**src/rtl/kd_tree_pkg.sv**
```systemverilog
// Shared kd-tree definitions: node command codes, root-controller states and
// the config-word field layout used by both the root controller and the nodes.
package kd_tree_pkg;

  localparam int unsigned CMD_W       = 3;
  localparam int unsigned PASS_W      = 5;
  // time_to_live field of the config word starts at this bit
  localparam int unsigned CFG_TTL_LSB = 0;

  typedef enum logic [CMD_W-1:0] {
    CMD_NOP        = 3'd0,
    CMD_CONFIG     = 3'd1,
    CMD_START_SORT = 3'd2,
    CMD_SORT_ACK   = 3'd3,
    CMD_SORT_DONE  = 3'd4,
    CMD_POINT      = 3'd5,
    CMD_POINT_ACK  = 3'd6,
    CMD_ABORT      = 3'd7
  } cmd_e;

  typedef enum logic [2:0] {
    ST_IDLE       = 3'd0,
    ST_WAIT_CFG   = 3'd1,
    ST_WAIT_SORT  = 3'd2,
    ST_RESORT     = 3'd3,
    ST_POINT_SEND = 3'd4,
    ST_WAIT_PT    = 3'd5,
    ST_FINISH     = 3'd6,
    ST_ERR        = 3'd7
  } state_e;

endpackage

```
**src/rtl/kd_tree_root_ctrl_if.sv**
```systemverilog
// Host and root-node signals of the kd-tree root controller.
// master = host/root side, slave = controller side.
interface kd_tree_root_ctrl_if #(
  parameter int unsigned DATA_W = 32,
  parameter int unsigned NPTS_W = 16
);
  import kd_tree_pkg::*;

  logic              start;
  logic [NPTS_W-1:0] num_points;
  logic [DATA_W-1:0] point_in;
  logic              point_valid;
  logic              point_ready;
  logic [CMD_W-1:0]  cmd_to_root;
  logic [DATA_W-1:0] data_to_root;
  logic [CMD_W-1:0]  cmd_from_root;
  logic [DATA_W-1:0] data_from_root;
  logic              busy;
  logic              done;
  logic              error;
  logic [PASS_W-1:0] pass_count;

  modport master (
    output start, num_points, point_in, point_valid, cmd_from_root, data_from_root,
    input  point_ready, cmd_to_root, data_to_root, busy, done, error, pass_count
  );

  modport slave (
    input  start, num_points, point_in, point_valid, cmd_from_root, data_from_root,
    output point_ready, cmd_to_root, data_to_root, busy, done, error, pass_count
  );

endinterface

```
**src/rtl/kd_wait_timer.sv**
```systemverilog
// Wait-state watchdog: cleared by load_i, counts while en_i, and flags
// expire_o during the cycle the count sits at TIMEOUT-1.
module kd_wait_timer #(
  parameter int unsigned TIMEOUT = 1024
) (
  input  logic clk,
  input  logic rst,
  input  logic load_i,
  input  logic en_i,
  output logic expire_o
);

  localparam int unsigned CNT_W = (TIMEOUT > 1) ? $clog2(TIMEOUT) : 1;
  localparam logic [CNT_W-1:0] LAST = CNT_W'(TIMEOUT - 1);

  logic [CNT_W-1:0] cnt_q, cnt_d;
  logic             expire_q;

  // saturate at LAST so a stalled wait keeps reporting expiry
  always_comb begin
    cnt_d = cnt_q;
    if (load_i) begin
      cnt_d = '0;
    end else if (en_i && (cnt_q != LAST)) begin
      cnt_d = cnt_q + CNT_W'(1);
    end
  end

  always_ff @(posedge clk) begin
    if (rst) begin
      cnt_q    <= '0;
      expire_q <= 1'b0;
    end else begin
      cnt_q    <= cnt_d;
      expire_q <= (cnt_d == LAST);
    end
  end

  assign expire_o = expire_q;

endmodule

```
**src/rtl/kd_tree_root_ctrl.sv**
```systemverilog
// kd-tree root sequencer: configures the tree, runs sort passes until no swaps,
// then streams the host's points into the root node one at a time.
module kd_tree_root_ctrl
  import kd_tree_pkg::*;
#(
  parameter int unsigned DATA_W     = 32,
  parameter int unsigned DEPTH_W    = 4,
  parameter int unsigned TREE_DEPTH = 3,
  parameter int unsigned NPTS_W     = 16,
  parameter int unsigned MAX_PASSES = 16,
  parameter int unsigned TIMEOUT    = 1024
) (
  input logic              clk,
  input logic              rst,
  kd_tree_root_ctrl_if.slave bus
);

  localparam logic [DATA_W-1:0] CFG_WORD =
    DATA_W'(DEPTH_W'(TREE_DEPTH)) << CFG_TTL_LSB;
  localparam logic [PASS_W-1:0] PASS_LIMIT = PASS_W'(MAX_PASSES);

  state_e            state_q, state_d;
  logic [CMD_W-1:0]  cmd_q, cmd_d;
  logic [DATA_W-1:0] data_q, data_d;
  logic              ready_q, ready_d;
  logic              busy_q, busy_d;
  logic              done_q, done_d;
  logic              error_q, error_d;
  logic [PASS_W-1:0] pass_q, pass_d;
  logic [NPTS_W-1:0] remain_q, remain_d;

  logic tmr_load, tmr_en, tmr_expire;
  logic swap;
  logic unused_data_hi;

  assign swap           = bus.data_from_root[0];
  assign unused_data_hi = ^bus.data_from_root[DATA_W-1:1];

  kd_wait_timer #(
    .TIMEOUT (TIMEOUT)
  ) u_timer (
    .clk      (clk),
    .rst      (rst),
    .load_i   (tmr_load),
    .en_i     (tmr_en),
    .expire_o (tmr_expire)
  );

  // next-state and registered-output values; commands are held as levels
  always_comb begin
    state_d  = state_q;
    cmd_d    = cmd_q;
    data_d   = data_q;
    error_d  = error_q;
    pass_d   = pass_q;
    remain_d = remain_q;

    unique case (state_q)
      ST_IDLE: begin
        cmd_d = CMD_NOP;
        if (bus.start) begin
          state_d  = ST_WAIT_CFG;
          cmd_d    = CMD_CONFIG;
          data_d   = CFG_WORD;
          error_d  = 1'b0;
          pass_d   = '0;
          remain_d = bus.num_points;
        end
      end

      ST_WAIT_CFG: begin
        if (bus.cmd_from_root == CMD_SORT_ACK) begin
          state_d = ST_WAIT_SORT;
          cmd_d   = CMD_START_SORT;
          pass_d  = pass_q + PASS_W'(1);
        end else if (tmr_expire) begin
          state_d = ST_ERR;
          cmd_d   = CMD_ABORT;
          error_d = 1'b1;
        end
      end

      ST_WAIT_SORT: begin
        if (bus.cmd_from_root == CMD_SORT_DONE) begin
          if (!swap) begin
            cmd_d   = CMD_NOP;
            state_d = (remain_q == '0) ? ST_FINISH : ST_POINT_SEND;
          end else if (pass_q < PASS_LIMIT) begin
            cmd_d   = CMD_NOP;
            state_d = ST_RESORT;
          end else begin
            state_d = ST_ERR;
            cmd_d   = CMD_ABORT;
            error_d = 1'b1;
          end
        end else if (tmr_expire) begin
          state_d = ST_ERR;
          cmd_d   = CMD_ABORT;
          error_d = 1'b1;
        end
      end

      // single NOP cycle so the tree sees a fresh START_SORT level
      ST_RESORT: begin
        state_d = ST_WAIT_SORT;
        cmd_d   = CMD_START_SORT;
        pass_d  = pass_q + PASS_W'(1);
      end

      ST_POINT_SEND: begin
        if (bus.point_valid) begin
          state_d = ST_WAIT_PT;
          cmd_d   = CMD_POINT;
          data_d  = bus.point_in;
        end
      end

      ST_WAIT_PT: begin
        if (bus.cmd_from_root == CMD_POINT_ACK) begin
          cmd_d    = CMD_NOP;
          remain_d = remain_q - NPTS_W'(1);
          state_d  = (remain_q == NPTS_W'(1)) ? ST_FINISH : ST_POINT_SEND;
        end else if (tmr_expire) begin
          state_d = ST_ERR;
          cmd_d   = CMD_ABORT;
          error_d = 1'b1;
        end
      end

      ST_FINISH: begin
        state_d = ST_IDLE;
        cmd_d   = CMD_NOP;
      end

      ST_ERR: begin
        state_d = ST_IDLE;
        cmd_d   = CMD_NOP;
      end

      default: begin
        state_d = ST_IDLE;
        cmd_d   = CMD_NOP;
      end
    endcase

    ready_d  = (state_d == ST_POINT_SEND);
    busy_d   = !(state_d inside {ST_IDLE, ST_FINISH});
    done_d   = (state_d == ST_FINISH);
    tmr_load = (state_d != state_q);
    tmr_en   = (state_q inside {ST_WAIT_CFG, ST_WAIT_SORT, ST_WAIT_PT});
  end

  always_ff @(posedge clk) begin
    if (rst) begin
      state_q  <= ST_IDLE;
      cmd_q    <= CMD_NOP;
      data_q   <= '0;
      ready_q  <= 1'b0;
      busy_q   <= 1'b0;
      done_q   <= 1'b0;
      error_q  <= 1'b0;
      pass_q   <= '0;
      remain_q <= '0;
    end else begin
      state_q  <= state_d;
      cmd_q    <= cmd_d;
      data_q   <= data_d;
      ready_q  <= ready_d;
      busy_q   <= busy_d;
      done_q   <= done_d;
      error_q  <= error_d;
      pass_q   <= pass_d;
      remain_q <= remain_d;
    end
  end

  assign bus.cmd_to_root  = cmd_q;
  assign bus.data_to_root = data_q;
  assign bus.point_ready  = ready_q;
  assign bus.busy         = busy_q;
  assign bus.done         = done_q;
  assign bus.error        = error_q;
  assign bus.pass_count   = pass_q;

endmodule
```
**src/flat_wrapper.sv**
```systemverilog
// flat-port wrapper written by rule: the top's interface ports become plain ports
module kd_tree_root_ctrl_flat import kd_tree_pkg::*;
#(
  parameter int unsigned DATA_W     = 32,
  parameter int unsigned DEPTH_W    = 4,
  parameter int unsigned TREE_DEPTH = 3,
  parameter int unsigned NPTS_W     = 16,
  parameter int unsigned MAX_PASSES = 16,
  parameter int unsigned TIMEOUT    = 1024
)
  (clk, rst, bus_start, bus_num_points, bus_point_in, bus_point_valid, bus_cmd_from_root, bus_data_from_root, bus_point_ready, bus_cmd_to_root, bus_data_to_root, bus_busy, bus_done, bus_error, bus_pass_count);
  kd_tree_root_ctrl_if #(.DATA_W(DATA_W), .NPTS_W(NPTS_W)) bus_i ();
  input logic clk;
  input logic rst;
  input wire logic [$bits(bus_i.start)-1:0] bus_start;
  input wire logic [$bits(bus_i.num_points)-1:0] bus_num_points;
  input wire logic [$bits(bus_i.point_in)-1:0] bus_point_in;
  input wire logic [$bits(bus_i.point_valid)-1:0] bus_point_valid;
  input wire logic [$bits(bus_i.cmd_from_root)-1:0] bus_cmd_from_root;
  input wire logic [$bits(bus_i.data_from_root)-1:0] bus_data_from_root;
  output wire logic [$bits(bus_i.point_ready)-1:0] bus_point_ready;
  output wire logic [$bits(bus_i.cmd_to_root)-1:0] bus_cmd_to_root;
  output wire logic [$bits(bus_i.data_to_root)-1:0] bus_data_to_root;
  output wire logic [$bits(bus_i.busy)-1:0] bus_busy;
  output wire logic [$bits(bus_i.done)-1:0] bus_done;
  output wire logic [$bits(bus_i.error)-1:0] bus_error;
  output wire logic [$bits(bus_i.pass_count)-1:0] bus_pass_count;
  assign bus_i.start = bus_start;
  assign bus_i.num_points = bus_num_points;
  assign bus_i.point_in = bus_point_in;
  assign bus_i.point_valid = bus_point_valid;
  assign bus_i.cmd_from_root = bus_cmd_from_root;
  assign bus_i.data_from_root = bus_data_from_root;
  assign bus_point_ready = bus_i.point_ready;
  assign bus_cmd_to_root = bus_i.cmd_to_root;
  assign bus_data_to_root = bus_i.data_to_root;
  assign bus_busy = bus_i.busy;
  assign bus_done = bus_i.done;
  assign bus_error = bus_i.error;
  assign bus_pass_count = bus_i.pass_count;
  kd_tree_root_ctrl #(.DATA_W(DATA_W), .DEPTH_W(DEPTH_W), .TREE_DEPTH(TREE_DEPTH), .NPTS_W(NPTS_W), .MAX_PASSES(MAX_PASSES), .TIMEOUT(TIMEOUT)) u_core (.clk(clk), .rst(rst), .bus(bus_i));
endmodule
```
**config.mk**
```make
export PLATFORM = sky130hd
export DESIGN_NAME = kd_tree_root_ctrl_flat
export DESIGN_NICKNAME = d
export VERILOG_FILES = /design/src/rtl/kd_tree_pkg.sv /design/src/rtl/kd_tree_root_ctrl_if.sv /design/src/rtl/kd_wait_timer.sv /design/src/rtl/kd_tree_root_ctrl.sv /design/src/flat_wrapper.sv
export SDC_FILE = /design/constraint.sdc
export NUM_CORES = 1
export LEC_CHECK = 0
export ABC_CLOCK_PERIOD_IN_PS = 2300
export BUFFER_PORTS_ARGS = -buffer_cell sky130_fd_sc_hd__buf_4
export CORE_ASPECT_RATIO = 1.75
export CORE_UTILIZATION = 35
export DETAILED_ROUTE_END_ITERATION = 8
export GPL_TIMING_DRIVEN = 0
export PLACE_DENSITY = 0.61
export SETUP_SLACK_MARGIN = 0.05
export SLEW_MARGIN = 20
export SYNTH_ARGS = -nofsm -noshare
export SYNTH_HDL_FRONTEND = slang
export SYNTH_SLANG_ARGS = --single-unit
```
**constraint.sdc**
```tcl
create_clock -name clk -period 2.3 [get_ports clk]
set_input_delay 0.115 -clock clk [delete_from_list [all_inputs] [get_ports clk]]
set_output_delay 0.115 -clock clk [all_outputs]
set_load 0.01 [all_outputs]
```
Word level (Yosys, flattened, before mapping):

Index checks and enable logic that the tools add are counted.
Widths: inputs -> output; s select.

* register bits after elaboration: 74
* output and inout bits: 44
* bits of input ports: 87
* word-level logic and storage cells: 94

* $add $sub $neg: 3
* equal/unequal tests: 24
* multiplexer cells: 39
* order comparisons: 1
* reduce and logical (&&, ||, !) cells: 16

Operator list (count)
* $mux 32: 2
* $pmux 32 s2: 1
* $mux 3: 15
* $pmux 3 s7: 2
* $mux 16: 2
* $pmux 16 s2: 1
* $eq 3x3->1 const B: 8
* $mux 10: 2
* $eq 16x1->1 const B: 1
* $logic_not 16->1: 1
* $sub 16x1->16 const B: 1
* $pmux 5 s3: 1
* $add 10x1->10 const B: 1
* $eq 10x10->1 const B: 1
* $mux 5: 2
* $ne 10x10->1 const B: 1
* $eq 3x2->1 const B: 3
* $reduce_and 3->1: 3
* $mux 1: 8
* $ne 2x2->1 const B: 4
* $logic_not 3->1: 2
* $ne 3x3->1 const B: 2
* $reduce_and 6->1: 1
* $reduce_bool 2->1: 3
* 12 further kinds: 15

Depth between registers and ports, before layout:

Gate-level depths: netlist of the first run.

* word-level depth: 8
* mapped depth: 7
* depth with buffers taken out: 7

Cells and area by module:

From an unflattened synthesis of the first run, not the netlist that was laid out.

* cell total of the unflattened synthesis: 479
* area, all modules: 3788.6 um^2

By module, submodules not included
* kd_tree_root_ctrl: instances 1, cells each 408, area each 3180.6 um^2
* kd_wait_timer: instances 1, cells each 71, area each 608.1 um^2

Worst setup path before layout of the first run:

No wires, ideal clock.

* kind: register to register
* from: register u_core.u_timer.cnt_q[0]
* to: register u_core.u_timer.expire_q, in the netlist u_core.u_timer.expire_o
* buffers on the path: 0
* library setup time: 0.088 ns
* path slack: 0.460 ns
* required time: 2.212 ns
* data arrival time: 1.752 ns
* stages on the path, launching flop included: 7
* path through: dfxtp_1 > ha_1 > nand3_2 > o32ai_4 > mux2i_1 > a2111o_1 > nor4_2

* cells in the longest elaborated chain, start to end: 5

RTL lines
* start, declared: line kd_wait_timer.sv:16 `logic [CNT_W-1:0] cnt_q, cnt_d;`
* start signal, assigned: line kd_wait_timer.sv:34 `cnt_q <= cnt_d;`
* parallel branches: the longest is 2 deep, another holds $add 10x1->10
* $mux 10 *: line kd_wait_timer.sv:24 `end else if (en_i && (cnt_q != LAST)) begin`
* $mux 10 *: line kd_wait_timer.sv:22 `if (load_i) begin`
* $eq 10x10->1 *: line kd_wait_timer.sv:35 `expire_q <= (cnt_d == LAST);`
* end signal, assigned: line kd_wait_timer.sv:35
* end, declared: line kd_wait_timer.sv:17 `logic expire_q;`

Mark *: on every way between the ends.
A chain may end at the register's enable or synchronous reset.

Worst setup path in the final report of the first run:

Ends and elaborated chain as after synthesis.

==> reports/metrics.yaml, run 1 <==
yosys:
  syn-num-nets: 566
  yosys.area_share.simple_pct: 28.5
  ys_seq_elements: 74
  synth.avg_cell_area_um2: 7.88
  synth-edff-count: 0
  synth_warnings: 0
  async_flop_share_pct: 0
  synthCells: 474
  yosys.area.top_type_share_pct: 39.7
  synth.distinct_cells: 57
  synth-xor-area-share_pct: 2.81
  yosysSeqAreaShare_pct: 39.7
  synthAdderAreaFrac_pct: 1.68
  ys.flop_type: "dfxtp_1"
  netlist_area_um2: 3730
  synth_area_leaders: "dfxtp_1 40%, a21oi_1 7.5%, nand2_1 6.9%, nand3_1 5.1%, nor3_1 3.1%"
  synth_top_family_by_area: "simple AND/OR/NAND/NOR gates"
  synthMuxAreaShare_pct: 2.14
  synth_compound_area_share_pct: 20.8
  yosysTopAreaCell: "dfxtp_1"
hold_path:
  hold_path_startpoint: "bus_point_in[24]"
  hold_class: "in2reg"
  min_to: "u_core.bus.data_to_root[24]$_SDFFE_PP0P_"
  hold_depth: 3
routing:
  viasPerCell: 5.46
  wl_per_cell_um: 16.1
  drt_iter0_drc: 169
  remaining_drc_errors: 0
  routed_wl_mm: 11.5
  vias: 3897
  drt_first_pass_iters: 4
  ant_nets: 0
sta:
  fin_crit_ns: 2.06
  fin_hold_ws_ns: 0.0387
  period_share_pct: 89.4
  setup_viol_count_final: 0
  hold_violations: 0
  max_freq_mhz: 486
  setup_tns_ns: 0
  worst_slew_pin_slew_ns: 0.604
  rsz0062_at_grt: "false"
  slew_headroom_pct: 58.7
  slew_violations: 0
  finalClockSkew_ns: 0.00647
critical_path:
  crit_required_ns: 2.55
  critical_path_arrival_ns: 2.31
  path_cells: "ha_1, nand3_2, o32ai_4, mux2i_1, a2111o_1, nor4_2"
  path_buf_inv: 0
  r2r_cells: 6
  critPathSlowestCell: "o32ai_4"
  timing.critical_path.to_type: "register"
  crit_path_start_kind: "register"
  slowest_delay_ns: 0.48
  crit_family: "compound AO/OA/AOI/OAI gates"
  rrSetupSlack_ns: 0.24
  critical_path_class: "reg2reg"
  r2r-start: "u_core.u_timer.cnt_q[0]$_SDFF_PP0_"
  crit_fanout: 8
  worstReg2RegEnd: "u_core.u_timer.expire_o$_SDFF_PP0_"
grt:
  overflow: 0
  antenna_found_initial: 0
  grt_max_degree: 15
  first_global_vias: 3812
  grt_usage_pct: 21.5
  grt_pass1_wl_mm: 18.6
clock_network:
  path_clk_slew_ns: 0.06
  cts_tree: "done"
  root_buffer: "clkbuf_16"
  cts.htree.levels: 3
  insertion_delay_ns: 0.34
  post_cts_buffers: 0
  cts_num_sinks: 74
  cts_buffers: 9
  clockBufferDepth: 2
layout:
  final_nets: 674
  final_cell_mix: "97 x buf_4, 74 x dfxtp_1, 69 x nand2_1"
  drive_gt1_share_pct: 24.0
  fillers: 1061
  antennaDiodeCount: 0
  area_growth_pct: 31.8
  mostFrequentLayoutCell: "buf_4"
run:
  cap_violations: 0
floorplanning:
  die-area_um2: 11100
  die_y_um: 139
  initial_core_util_pct: 36.3
  core_um2: 10300
  dieWidth_um: 80.1
  rows: 49
  ios: 131
placement:
  hpwl_mm: 8.71
  numPortBuffers: 97
  place.gp.congestion: 0.874
run_status:
  status: "finished, final reports clean"
pwr:
  p_per_area_nw_per_um2: 627
  ir_drop_v: 0.000376
  leakagePower_uw: 0.00190
power breakdown:
group / internal (µW) / leakage (µW) / switching [µW] / total, µW
sequential: 1320 / 0.000601 / 40.6 / 1360
combinational: 169 / 0.00116 / 242 / 411
clock: 737 / 0.000136 / 579 / 1320
total: 2220 / 0.00190 / 862 / 3080
metal layers:
metal	wire length [µm]	up-vias	part of all wire [%]	global-route usage, %
li1	-	1923	-	-
met1	4300	1836	37	22.0
met2	6280	103	55	39.6
met3	494	35	4.3	4.54
met4	438	0	3.8	11.2
met5	0	-	0	0
Yosys cell counts, drive strengths merged, types with 4 or more instances:
master,count
a211oi,8
a21oi,56
a31oi,5
and2,6
and3,4
and3b,4
buf,8
clkbuf,23
dfxtp,74
ha,5
inv,10
mux2i,8
nand2,69
nand2b,6
nand3,39
nand4,6
nor2,30
nor3,23
nor4,5
o21ai,25
o32ai,4
xnor2,11
repair_timing:
action	4_1_cts	5_1_grt
gates resized for setup	0	12
setup endpoints to repair	0	38
hold endpoints to repair	0	0
hold buffers	0	0
state kept, by name, summed over array words and instances, names as in the netlist:
signal,flops
u_core.bus.busy,1
u_core.state_q,3
u_core.bus.pass_count,5
u_core.bus.error,1
u_core.bus.point_ready,1
u_core.u_timer.expire_o,1
u_core.bus.done,1
u_core.bus.cmd_to_root,3
u_core.bus.data_to_root,32
u_core.u_timer.cnt_q,10
u_core.remain_q,16
cell type report:
cell class | instances | area, µm² | area share, %
clock inverter | 7 | 52.6 | 1.07
sequential | 74 | 1480 | 30.1
inverter | 10 | 37.5 | 0.763
tap | 127 | 159 | 3.23
clock buffer | 9 | 225 | 4.58
timing repair buffer | 97 | 728 | 14.8
multi-input combinational | 359 | 2110 | 42.8
buffer | 31 | 131 | 2.67
cell families after synthesis:
| kind of cell | after synthesis |
|---|---|
| xor+xnor | 12 |
| buf+inv | 41 |
| simple gates | 210 |
| compound gates | 124 |
| fa+ha+maj | 5 |
| mux | 8 |
| flops | 74 |
worst max path at each step:
| stage | cells past startpoint | from | slack (ns) | endpoint |
|---|---|---|---|---|
| floorplan | 6 | u_core.u_timer.cnt_q[0]$_SDFF_PP0_ | 0.46 | u_core.u_timer.expire_o$_SDFF_PP0_ |
| global route | 6 | u_core.remain_q[4]$_SDFFE_PP0P_ | 0.06 | u_core.u_timer.cnt_q[3]$_SDFF_PP0_ |
| finish | 6 | u_core.u_timer.cnt_q[0]$_SDFF_PP0_ | 0.24 | u_core.u_timer.expire_o$_SDFF_PP0_ |
| detailed placement | 6 | u_core.remain_q[4]$_SDFFE_PP0P_ | 0.10 | u_core.u_timer.cnt_q[0]$_SDFF_PP0_ |
| CTS | 6 | u_core.remain_q[4]$_SDFFE_PP0P_ | 0.09 | u_core.u_timer.cnt_q[0]$_SDFF_PP0_ |
| global placement | 7 | u_core.state_q[2]$_SDFF_PP0_ | 0.14 | u_core.u_timer.cnt_q[8]$_SDFF_PP0_ |
worst register-to-register path, stage by stage, from the launching register on:
cell,delay [ns]
dfxtp_1,0.40
ha_1,0.25
nand3_2,0.15
o32ai_4,0.48
mux2i_1,0.14
a2111o_1,0.42
nor4_2,0.12
metrics by stage:
step / std cells / instance area, µm² / setup WS [ns] / util, % / power, µW
3_5_place_dp: 698 / 4620 / 0.104 / 44.9 / 1790
6_report: 714 / 4920 / 0.243 / 47.8 / 3080
3_3_place_gp: 698 / 4620 / 0.141 / 44.9 / 1780
2_1_floorplan: 474 / 3730 / 0.460 / - / 1610
4_1_cts: 714 / 4900 / 0.0903 / 47.6 / 3110
5_1_grt: 714 / 4920 / 0.0561 / 47.8 / 3220
Note: power is estimated with default switching activity, not from simulation.
==> run 2: changes to the inputs <==
Settings changed: ABC_AREA set to 1, ABC_CLOCK_PERIOD_IN_PS 2300 to 1700, PLACE_DENSITY 0.61 to 0.64.
Clock period 2.3 ns to 1.7 ns, I/O delays scaled along.
==> reports/metrics.yaml, run 2 <==
grt:
  overflow: 0  # unchanged
  grt_usage_pct: 21.6  # +0.099 points
  first_global_vias: 4188  # +9.9%
  antenna_found_initial: 0  # unchanged
  grt_pass1_wl_mm: 18.4  # -0.71%
  grt_max_degree: 13  # -2
floorplanning:
  die_y_um: 138  # -0.81%
  initial_core_util_pct: 35.9  # -0.38 points
  rows: 49  # unchanged
  core_um2: 10200  # -0.60%
  ios: 131  # unchanged
  die-area_um2: 10900  # -1.6%
  dieWidth_um: 79.4  # -0.80%
sta:
  setup_tns_ns: 0  # unchanged
  setup_viol_count_final: 0  # unchanged
  slew_violations: 0  # unchanged
  fin_crit_ns: 1.70  # -0.361 ns
  rsz0062_at_grt: "true"
  finalClockSkew_ns: 0.00559  # -0.000880 ns
  period_share_pct: 99.8  # +10 points
  hold_violations: 0  # unchanged
  max_freq_mhz: 589  # +21%
  slew_headroom_pct: 57.8  # -0.89 points
  worst_slew_pin_slew_ns: 0.633  # +0.0290 ns
clock_network:
  clockBufferDepth: 2  # unchanged
  root_buffer: "clkbuf_16"
  path_clk_slew_ns: 0.06  # about the same
  cts_buffers: 9  # unchanged
  cts_tree: "done"
  insertion_delay_ns: 0.33  # about the same
  cts.htree.levels: 3  # unchanged
  cts_num_sinks: 74  # unchanged
layout:
  mostFrequentLayoutCell: "buf_4"
  fin_util_pct: 56.1  # +8.3 points
  fillers: 932  # -12%
  final_nets: 794  # +18%
  final_cell_mix: "124 x buf_4, 71 x nor2_1, 71 x nand2_1"
  drive_gt1_share_pct: 35.1  # +11 points
  area_growth_pct: 56.4
  antennaDiodeCount: 0  # unchanged
  largest_register_ff_count: 32  # unchanged
yosys:
  netlist_area_um2: 3670  # -1.6%
  synth.avg_cell_area_um2: 6.77  # -14%
  yosys.area.top_type_share_pct: 40.3  # +0.66 points
  synth_commonest_cells: "89 x nor2_1, 88 x nand2_1, 74 x dfxtp_1, 63 x o21ai_0, 60 x a21oi_1"
  synth.distinct_cells: 32  # -44%
  yosysMostFrequentCell: "nor2_1"
  synth-edff-count: 0  # unchanged
  synth_area_leaders: "dfxtp_1 40%, nor2_1 9.1%, nand2_1 9.0%, o21ai_0 8.6%, a21oi_1 8.2%"
  ys.flop_type: "dfxtp_1"
  synthCells: 543  # +15%
  yosysSeqAreaShare_pct: 40.3  # +0.66 points
  syn-num-nets: 635  # +12%
  async_flop_share_pct: 0  # unchanged
  ys_seq_elements: 74  # unchanged
  yosysTopAreaCell: "dfxtp_1"
  synth_warnings: 0  # unchanged
routing:
  remaining_drc_errors: 0  # unchanged
  drt_iter0_drc: 185  # +9.5%
  ant_nets: 0  # unchanged
  viasPerCell: 5.04  # -7.7%
  wl_per_cell_um: 14.1  # -12%
  vias: 4203  # +7.9%
  drt_first_pass_iters: 5  # +1
  routed_wl_mm: 11.8  # +2.5%
hold_path:
  hold_class: "in2reg"
critical_path:
  crit_fanout: 6  # -2
  timing.critical_path.to_type: "register"
  crit_family: "simple AND/OR/NAND/NOR gates"
  slowest_delay_ns: 0.43  # -0.05 ns
  path_cells: "inv_8, nand2_8, nor2_4, inv_2, nor2_4, a21oi_4, nand2_2, nand2_2, nand2_2, nor2_4, nand2_4, nor2_4"
  crit_path_start_kind: "register"
  critical_path_arrival_ns: 1.97  # -0.34 ns
  crit_required_ns: 1.97  # -0.58 ns
  cpMostUsedCell: "nor2_4"
  path_buf_inv: 2  # +2
  critical_path_class: "reg2reg"
  critPathSlowestCell: "dfxtp_4"
placement:
  place.gp.congestion: 0.884  # +1.1%
  hpwl_mm: 7.96  # -8.6%
  numPortBuffers: 98  # +1.0%
run:
  cap_violations: 0  # unchanged
pwr:
  ir_drop_v: 0.000700  # +87%
  leakagePower_uw: 0.00255  # +34%
  p_per_area_nw_per_um2: 939  # +50%
run_status:
  status: "finished, final reports clean"
==> run 2: cell types whose count changed after synthesis, moves of 7 or more <==
cell / before / now
xnor2_1: 11 / 4
inv_1: 10 / 46
inv_2: 0 / 9
mux2i_1: 8 / 0
clkbuf_1: 23 / 15
nand3_1: 38 / 25
nor3_1: 23 / 8
o21ai_0: 23 / 63
nand2_1: 69 / 88
nor2_1: 29 / 89
==> run 2: timing repair <==
item                                    in CTS  in global routing
pin swaps                                   11                 15
hold buffers                                19                  0
endpoints found under the setup margin      70                 60
hold endpoints to repair                    19                  0
gates resized for setup                     56                106
gates cloned                                 1                  1
buffers inserted                            17                 12
==> run 2: through the flow <==
stage                     worst slack [ns]  power [µW]  std cells  hold WS [ns]  instance area, µm²
final                              0.00326        5400        834       0.00127                5740
after global routing               -0.0903        5690        834       0.00379                5740
after CTS                           0.0102        5150        821      0.000875                5330
after detailed placement            -0.332        3190        768         0.337                4570
after global placement              -0.293        3170        768         0.327                4570
after floorplan                     0.0542        2730        543         0.241                3670
==> run 2: area by class of cell <==
| cell class | count | area (µm²) | share of cell area [%] |
|---|---|---|---|
| buffer | 20 | 110 | 1.92 |
| multi-input combinational | 394 | 2260 | 39.4 |
| inverter | 56 | 240 | 4.18 |
| timing repair buffer | 147 | 1200 | 20.8 |
| clock buffer | 11 | 243 | 4.23 |
| sequential | 74 | 1500 | 26.1 |
| tap | 127 | 159 | 2.77 |
| clock inverter | 5 | 30.0 | 0.523 |
==> run 2: kinds of logic (layout without fill, tap and decap cells) <==
kind of cell	count (synthesis)	count (layout)	synth area share (%)
AO/OA/AOI/OAI	148	148	21.6
XOR/XNOR	9	9	2.15
AND/OR/NAND/NOR	231	232	26.3
buffers and inverters	76	239	7.94
adder cells (fa/ha/maj)	5	5	1.70
flip-flops	74	74	40.3
==> run 2: path summary, 6_finish.rpt <==
check                                               start                                        to  slack (ns)  cells past startpoint
setup / recovery             u_core.state_q[0]$_SDFF_PP0_        u_core.u_timer.cnt_q[1]$_SDFF_PP0_       0.003                     12
hold / removal                           bus_point_in[27]  u_core.bus.data_to_root[27]$_SDFFE_PP0P_       0.001                      3
setup reg to reg             u_core.state_q[0]$_SDFF_PP0_        u_core.u_timer.cnt_q[1]$_SDFF_PP0_       0.003                     12
hold reg to reg   u_core.bus.data_to_root[1]$_SDFFE_PP0P_   u_core.bus.data_to_root[1]$_SDFFE_PP0P_        0.47                      2
==> run 2: where the power goes <==
group	internal [µW]	switching [µW]	total, µW
Sequential	1900	139	2040
Combinational	729	876	1600
Clock	1020	734	1750
==> run 2: layer usage <==
layer	track usage, %	vias to the layer above	part of all wire (%)
met5	0	-	0
met4	11.4	0	2.6
met3	4.90	22	4.1
met2	41.4	103	55
met1	20.8	1958	38
li1	-	2120	-
==> run 2: tightest hold or removal path, delay by kind of cell <==
kind	cells	cell delay (ns)
buffers and inverters	1	0.08
AND/OR/NAND/NOR	1	0.09
AO/OA/AOI/OAI	1	0.04
==> run 3: changes to the inputs <==
Settings changed: CORE_ASPECT_RATIO 1.75 to 0.6.
==> reports/metrics.yaml, run 3 (synthesis gave the netlist of run 2 again) <==
layout:
  fin_util_pct: 58.0  # +1.9 points
  fillers: 921  # -1.2%
  layout.area.seq_um2: 1510  # +0.42%
  area_growth_pct: 58.1
  largest_register_ff_count: 32  # unchanged
  mostFrequentLayoutCell: "buf_4"
  antennaDiodeCount: 0  # unchanged
  multi_input_area_um2: 2200  # -2.9%
  final_cell_mix: "132 x buf_4, 78 x nand2_1, 72 x nor2_1"
  final_nets: 804  # +1.3%
  drive_gt1_share_pct: 34.2  # -0.91 points
floorplanning:
  dieWidth_um: 134  # +69%
  core_um2: 10000  # -2.1%
  rows: 28  # -43%
  ios: 131  # unchanged
  die-area_um2: 10900  # about the same
  die_y_um: 81.4  # -41%
  initial_core_util_pct: 36.7  # +0.78 points
grt:
  grt_max_degree: 16  # +3
  grt_pass1_wl_mm: 19.3  # +4.9%
  grt_usage_pct: 22.5  # +0.91 points
  overflow: 0  # unchanged
  first_global_vias: 4068  # -2.9%
  antenna_found_initial: 0  # unchanged
pwr:
  ir_drop_v: 0.000595  # -15%
  combPwrFrac_pct: 28.6  # -1.1 points
  leakagePower_uw: 0.00257  # +0.81%
  p_per_area_nw_per_um2: 968  # +3.0%
  power.internal_uw: 3790  # +4.0%
  p_seq_share_pct: 36.3  # -1.5 points
  clkPwrFrac_pct: 35.1  # +2.6 points
  p_sw_share_pct: 32.5  # +0.11 points
  switchingPower_uw: 1830  # +4.5%
run_status:
  status: "finished, violations left"
  violations: "negative setup slack"
clock_network:
  cts.htree.levels: 3  # unchanged
  cts_tree: "done"
  cts_buffers: 9  # unchanged
  clockBufferDepth: 2  # unchanged
  root_buffer: "clkbuf_16"
  insertion_delay_ns: 0.34  # about the same
  cts_num_sinks: 74  # unchanged
  path_clk_slew_ns: 0.07  # about the same
routing:
  drt_iter0_drc: 341  # +84%
  ant_nets: 0  # unchanged
  wl_per_cell_um: 14.4  # +1.5%
  routed_wl_mm: 12.2  # +3.7%
  viasPerCell: 5.08  # +0.75%
  vias: 4326  # +2.9%
  drt_first_pass_iters: 5  # unchanged
  remaining_drc_errors: 0  # unchanged
placement:
  hpwl_mm: 8.09  # +1.7%
  place.gp.congestion: 0.954  # +8.0%
  post-place-ws_ns: -0.379  # -0.0471 ns
  numPortBuffers: 98  # unchanged
critical_path:
  critical_path_class: "reg2reg"
  path_cells: "inv_4, nand2_4, nor2_4, inv_4, nor2_4, a21oi_4, nand2_2, nand2_2, nand2_2, nor2_4, nand2_4, nor2_2"
  timing.critical_path.to_type: "register"
  crit_fanout: 6  # unchanged
  crit_family: "simple AND/OR/NAND/NOR gates"
  critical_path_arrival_ns: 2.00  # +0.03 ns
  crit_path_start_kind: "register"
  crit_required_ns: 1.97  # about the same
  critPathSlowestCell: "dfxtp_4"
  slowest_delay_ns: 0.42  # about the same
  path_buf_inv: 2  # unchanged
sta:
  setup_ws_ns: -0.0301  # -0.0334 ns
  rsz0062_at_grt: "true"
  slew_violations: 0  # unchanged
  finalClockSkew_ns: 0.00796  # +0.00237 ns
  fin_crit_ns: 1.73  # +0.0334 ns
  setup_viol_count_final: 19  # +19
  max_freq_mhz: 578  # -1.9%
  slew_headroom_pct: 61.1  # +3.3 points
  worst_slew_pin_slew_ns: 0.583  # -0.0496 ns
  hold_violations: 0  # unchanged
  period_share_pct: 102  # +2.0 points
hold_path:
  hold_class: "in2reg"
run:
  cap_violations: 0  # unchanged
## run 3: cell count changes in the layout (fill, tap and decap cells not counted), moves of 5 or more
cell,change
nand2_2,-7
o21ai_1,-7
o21ai_0,+9
dlygate4sd3_1,+5
buf_4,+8
nand2_1,+7
## run 3: cell type report
cell class              instances  share of cell area, %
flip-flops and latches         74                   26.0
plain buffers                  20                   2.05
inverters                      56                   3.99
clock buffers                   9                   3.88
clock inverters                 7                   1.42
well taps                     135                   2.91
repair buffers                157                   21.9
multi-input cells             394                   37.9
## run 3: worst register-to-register path: cells and delay by family (launching register included)
family / cells / cell delay, ns
AND/OR/NAND/NOR: 9 / 0.86
AO/OA/AOI/OAI: 1 / 0.23
buffers and inverters: 2 / 0.13
flip-flops: 1 / 0.42
## run 3: layer usage
metal / up-vias / share of wire [%] / global-route usage, %
met5: - / 0 / 0
met4: 0 / 0.96 / 4.61
met3: 15 / 7.8 / 8.24
met2: 144 / 44 / 35.3
met1: 2023 / 47 / 29.7
li1: 2144 / - / -
## run 3: power by group through the flow
stage / sequential, µW / clock (µW) / combinational (µW)
after floorplan: 2070 / 0 / 654
after CTS: 2030 / 2010 / 1440
after detailed placement: 2050 / 0 / 1160
after global placement: 2040 / 0 / 1140
final: 2040 / 1970 / 1610
after global routing: 2060 / 2080 / 1750
## run 3: metrics by stage
step | power [µW] | hold slack (ns) | TNS, ns | area [µm²] | cells
4_1_cts | 5480 | 0.00181 | 0 | 5600 | 841
2_1_floorplan | 2730 | 0.241 | 0 | 3670 | 543
6_report | 5620 | 0.00443 | -0.298 | 5810 | 852
3_5_place_dp | 3200 | 0.335 | -15.14 | 4580 | 776
3_3_place_gp | 3180 | 0.327 | -13.26 | 4580 | 776
5_1_grt | 5900 | 0.00246 | -3.58 | 5810 | 852
## run 3: path summary, 6_finish.rpt
kind              slack (ns)                                     from                                  endpoint  cells after the start
hold / removal         0.004                         bus_point_in[22]  u_core.bus.data_to_root[22]$_SDFFE_PP0P_                      3
setup / recovery       -0.03             u_core.state_q[0]$_SDFF_PP0_        u_core.u_timer.cnt_q[0]$_SDFF_PP0_                     12
hold reg to reg         0.48  u_core.bus.data_to_root[1]$_SDFFE_PP0P_   u_core.bus.data_to_root[1]$_SDFFE_PP0P_                      2
setup reg to reg       -0.03             u_core.state_q[0]$_SDFF_PP0_        u_core.u_timer.cnt_q[0]$_SDFF_PP0_                     12
## run 3: what timing repair did
item,in CTS,in global routing
hold buffers,24,0
setup endpoints to repair,72,64
gates cloned,1,1
gates resized for setup,82,53
setup buffers,24,10
pin swaps,15,21
hold endpoints to repair,24,0
